`src/rtl/stack_height_arbiter.sv`:
```
// Owns the player's carried-box count and its derived height. Pickup, drop and hit requests
// are queued in saturating counters and serviced one per two game ticks (hit > drop > pickup).
module stack_height_arbiter #(
    parameter logic [9:0] PLAYER_BASE_HEIGHT = 10'd30,
    parameter logic [9:0] SEG_HEIGHT         = 10'd10,
    parameter logic [3:0] MAX_BOXES          = 4'd8
) (
    input  logic       clk,
    input  logic       rst,
    input  logic       game_en,
    input  logic       pickup_req,
    input  logic       drop_req,
    input  logic       hit_req,
    output logic [3:0] box_count,
    output logic [9:0] player_current_height,
    output logic [2:0] grant,
    output logic       reject,
    output logic       stack_full,
    output logic       req_overflow
);

    typedef enum logic [1:0] {IDLE, APPLY, HOLD} state_t;

    state_t      state_reg;
    logic [1:0]  win_reg;
    logic [2:0]  grant_reg;
    logic        reject_reg;
    logic [3:0]  box_count_reg;
    logic [3:0]  box_count_next;
    logic [9:0]  height_reg;
    logic        full_reg;
    logic        overflow_reg;

    // Source index: 0 = pickup, 1 = drop, 2 = hit (matches the grant bit order).
    logic [2:0]  req;
    logic [2:0]  dec;
    logic [2:0]  lost;
    logic [1:0]  pend_reg [3];
    logic        any_pending;
    logic [1:0]  sel;
    logic        accept;

    assign req = {hit_req, drop_req, pickup_req};

    for (genvar gi = 0; gi < 3; gi++) begin : g_pend
        assign dec[gi]  = (state_reg == APPLY) && (win_reg == 2'(gi));
        assign lost[gi] = req[gi] && !dec[gi] && (pend_reg[gi] == 2'd3);

        always_ff @(posedge clk) begin
            if (rst) begin
                pend_reg[gi] <= 2'd0;
            end else if (req[gi] && !dec[gi]) begin
                if (pend_reg[gi] != 2'd3)
                    pend_reg[gi] <= pend_reg[gi] + 2'd1;
            end else if (!req[gi] && dec[gi]) begin
                pend_reg[gi] <= pend_reg[gi] - 2'd1;
            end
        end
    end

    always_comb begin
        any_pending = (pend_reg[0] != 2'd0) || (pend_reg[1] != 2'd0) || (pend_reg[2] != 2'd0);
        sel = 2'd0;
        if (pend_reg[2] != 2'd0)
            sel = 2'd2;
        else if (pend_reg[1] != 2'd0)
            sel = 2'd1;
        accept = (sel == 2'd0) ? (box_count_reg < MAX_BOXES) : (box_count_reg != 4'd0);
    end

    always_comb begin
        box_count_next = box_count_reg;
        if (state_reg == APPLY) begin
            if (grant_reg[0])
                box_count_next = box_count_reg + 4'd1;
            else if (grant_reg[1] || grant_reg[2])
                box_count_next = box_count_reg - 4'd1;
        end
    end

    // The verdict is decided on entry to APPLY so grant/reject are registered and live for APPLY only.
    always_ff @(posedge clk) begin
        if (rst) begin
            state_reg  <= IDLE;
            win_reg    <= 2'd0;
            grant_reg  <= 3'd0;
            reject_reg <= 1'b0;
        end else begin
            case (state_reg)
                IDLE: begin
                    grant_reg  <= 3'd0;
                    reject_reg <= 1'b0;
                    if (game_en && any_pending) begin
                        win_reg   <= sel;
                        state_reg <= APPLY;
                        if (accept)
                            grant_reg <= 3'(3'b001 << sel);
                        else
                            reject_reg <= 1'b1;
                    end
                end
                APPLY: begin
                    grant_reg  <= 3'd0;
                    reject_reg <= 1'b0;
                    state_reg  <= HOLD;
                end
                HOLD: begin
                    if (game_en)
                        state_reg <= IDLE;
                end
                default: state_reg <= IDLE;
            endcase
        end
    end

    always_ff @(posedge clk) begin
        if (rst) begin
            box_count_reg <= 4'd0;
            height_reg    <= PLAYER_BASE_HEIGHT;
            full_reg      <= 1'b0;
            overflow_reg  <= 1'b0;
        end else begin
            box_count_reg <= box_count_next;
            height_reg    <= PLAYER_BASE_HEIGHT + SEG_HEIGHT * {6'd0, box_count_next};
            full_reg      <= (box_count_next == MAX_BOXES);
            if (lost != 3'd0)
                overflow_reg <= 1'b1;
        end
    end

    // A reset landing in APPLY discards the in-flight event, so its pulse is suppressed immediately.
    assign grant                 = grant_reg & {3{~rst}};
    assign reject                = reject_reg & ~rst;
    assign box_count             = box_count_reg;
    assign player_current_height = height_reg;
    assign stack_full            = full_reg;
    assign req_overflow          = overflow_reg;

endmodule

```
`config.mk`:
```
export PLATFORM = sky130hd
export DESIGN_NAME = stack_height_arbiter
export DESIGN_NICKNAME = d
export VERILOG_FILES = /design/src/rtl/stack_height_arbiter.sv
export SDC_FILE = /design/constraint.sdc
export NUM_CORES = 1
export LEC_CHECK = 0
export CAP_MARGIN = 20
export CORE_MARGIN = 10
export CORE_UTILIZATION = 30
export CTS_BUF_LIST = sky130_fd_sc_hd__clkbuf_4
export CTS_CLUSTER_DIAMETER = 30
export DETAILED_ROUTE_END_ITERATION = 8
export SLEW_MARGIN = 20
export SYNTH_ARGS = -nofsm -noshare
export SYNTH_HDL_FRONTEND = slang
export SYNTH_SLANG_ARGS = --single-unit
```
`constraint.sdc`:
```
create_clock -name clk -period 3.65 [get_ports clk]
set_input_delay 1.095 -clock clk [delete_from_list [all_inputs] [get_ports clk]]
set_output_delay 1.095 -clock clk [all_outputs]
set_load 0.05 [all_outputs]
```
==> results_dict.tcl <==
set metrics [dict create \
    synthFlopType "dfxtp_1" \
    fin_tns_setup_ns 0 \
    synthCells 189 \
    slew_headroom_pct 41.1 \
    fmax_ghz 0.299 \
    cpMostUsedCell "ha_1" \
    wl_per_cell_um 13.5 \
    seq_area_um2 621 \
    synthTopCellsByArea "dfxtp_1 25%, edfxtp_1 10%, ha_1 7.9%" \
    synth_cell_types 49 \
    final_nets 227 \
    cp.required_ns 3.94 \
    powerDensity_nw_per_um2 315 \
    synthArstFlopShare_pct 0 \
    grt_start_max_net_pins 43 \
    critPathKind "reg2reg" \
    start_util_pct 31.2 \
    first_global_vias 1359 \
    clockBufferDepth 2 \
    core_area_um2 5570 \
    clock_latency_ns 0.33 \
    ys_warn_count 0 \
    place.gp.congestion 0.810 \
    yosysTopAreaCell "dfxtp_1" \
    ant_nets 0 \
    htree_num_levels 1 \
    outcome "finished clean" \
    drv_cap 0 \
    period_needed_ns 3.34 \
    drc 0 \
    overflow 0 \
    cts_resized 0 \
    via_per_inst 4.86 \
    synth_top_area_share_pct 25.3 \
    num_io_pins 26 \
    cp.arrival_ns 3.63 \
    fill_cells 585 \
    path_clk_slew_ns 0.16 \
    tightest_slew_ns 0.881 \
    largest_reg_flops 8 \
    grt_setup_unrepaired "no" \
    hold_class "reg2reg" \
    die_h_um 96.1 \
    setup_viol 0 \
    dr.pass1.iters 4 \
    synth_seq_area_share_pct 35.7 \
    drt_iter0_drc 60 \
    dieArea_um2 9240 \
    cpPeakStageDelay_ns 0.56 \
    cts_tree "built" \
    fp-row-count 27 \
    portBuffers 23 \
    dp_hpwl_um 2850 \
    post_cts_buffers 0 \
    multi_input_area_um2 1000 \
    antenna_found_initial 0 \
    cp_cell_sequence "or4_4 -> a211oi_4 -> xnor2_1 -> inv_1 -> ha_1 -> ha_1 -> or3b_1 -> a2111oi_0 -> mux2i_1 -> nand4_1" \
    grt_use_total_pct 8.87 \
    final-hold-violation-count 0 \
    cts_hold_buf 0 \
    syn_avg_cell_area_um2 9.20 \
    synth_edf_count 6 \
    root_buffer "clkbuf_4" \
    cts_made_buffers 3 \
    period_share_pct 91.6 \
    drive_above_1_share_pct 7.69 \
    vias 1360 \
    syn-cell-area_um2 1740 \
    critPathSlowestCell "or4_4" \
    area_delta_synth_final_pct 21.5 \
    cp-start-kind "flip-flop" \
    clock_sinks 28 \
    synth-seq-cells 28 \
    maxSlewViolCount 0 \
    end_kind "flip-flop" \
    die_w_um 96.1 \
    skew_ns 0.00537 \
    critPathMaxFanout 9 \
    insertedDiodeCount 0 \
    finalPower_w 0.000666 \
    ir_drop_v 0.000153 \
    power_leakage_nw 0.834 \
    grt_pass1_wl_um 6610 \
    finalWirelength_um 3780 \
]
logic make-up after synthesis:
| kind of cell | Yosys count | share of synthesized area [%] |
|---|---|---|
| other | 1 | 0.216 |
| AOI/OAI and AO/OA | 23 | 10.5 |
| DFF | 28 | 35.7 |
| xor gates and xnor gates | 8 | 4.82 |
| adders and majority gates | 12 | 9.07 |
| muxes | 11 | 6.62 |
| and+or+nand+nor | 79 | 26.4 |
| buffers and inverters | 27 | 6.70 |
placed cells by master, fill, tap and decap left out, types with 2 or more instances in the layout:
master           synthesis  routed
a31oi_1                  2       2
dfxtp_1                 22      22
nor2_1                  25      25
nand3_1                  2       2
a21oi_1                  6       6
mux2_1                   3       3
xnor2_1                  5       5
inv_1                   13      13
nand4bb_1                3       3
nor4_1                   2       2
buf_4                    2       4
mux2i_1                  7       7
a22oi_1                  2       2
conb_1                   1       2
clkdlybuf4s50_1          0      19
nand2_1                  2       2
and3b_1                  3       3
buf_12                   0       5
xor2_1                   2       2
nor2b_1                  8       8
a2111oi_0                2       2
nor3_1                   8       8
nor3b_1                  4       4
ha_1                    11      11
edfxtp_1                 6       6
nand4_1                  9       9
nand2b_1                 3       3
or3_1                    4       4
clkbuf_4                 0       3
worst max-delay path, delay by kind of cell (launching register included):
family                   cells  cell delay [ns]
buffers and inverters        1             0.07
adder cells (fa/ha/maj)      2             0.63
XOR/XNOR                     1             0.18
flip-flops                   1             0.43
AO/OA/AOI/OAI                2             0.73
multiplexers                 1             0.12
AND/OR/NAND/NOR              3             1.15
metrics by stage:
step	hold WS (ns)	util [%]	worst slack [ns]	cells	cell area, µm²
after floorplan	0.461	-	0.0839	190	1740
after global placement	0.495	37.4	0.425	276	2080
after detailed placement	0.500	37.4	0.348	276	2080
after CTS	0.524	37.9	0.310	280	2110
after global routing	0.583	37.9	0.0313	280	2110
final	0.525	37.9	0.306	280	2110
final cells by class:
cell class	count	area share, %
clock inverter	1	0.178
timing repair buffer	28	15.2
clock buffer	3	1.07
tap	72	4.27
multi-input combinational	135	47.6
sequential	28	29.4
inverter	13	2.31
worst paths after layout:
path	startpoint	to	slack (ns)	depth (start not counted)
worst min-delay path	grant_reg[1]	grant_reg[1]	0.53	2
worst max register to register	box_count[0]	player_current_height[7]	0.31	10
worst min register to register	grant_reg[1]	grant_reg[1]	0.53	2
worst max-delay path	box_count[0]	player_current_height[7]	0.31	10
synthesized netlist by cell type (all sizes together), types with 3 or more instances:
| master | n |
|---|---|
| mux2 | 4 |
| mux2i | 7 |
| ha | 11 |
| inv | 13 |
| nor3 | 8 |
| nor2 | 25 |
| and3b | 3 |
| buf | 4 |
| nor2b | 8 |
| edfxtp | 6 |
| clkbuf | 10 |
| xnor2 | 5 |
| nand4bb | 3 |
| nand2b | 3 |
| dfxtp | 22 |
| nor3b | 4 |
| or3 | 4 |
| nand4 | 9 |
| a2111oi | 3 |
| a21oi | 6 |
metal layers:
layer	vias to the layer above	share of wire, %	global-route usage (%)
li1	705	-	-
met1	631	46	10.8
met2	22	48	14.7
met3	2	6.2	3.19
met4	0	0.61	1.84
met5	-	0	0
where the power goes:
| group | switching [W] | internal [W] | leakage [nW] | total (W) |
|---|---|---|---|---|
| Clock | 0.0000966 | 0.0000402 | 0.0154 | 0.000137 |
| Combinational | 0.0000982 | 0.0000713 | 0.574 | 0.000170 |
| Sequential | 0.0000204 | 0.000339 | 0.244 | 0.000360 |
Note: power is estimated with default switching activity, not from simulation.
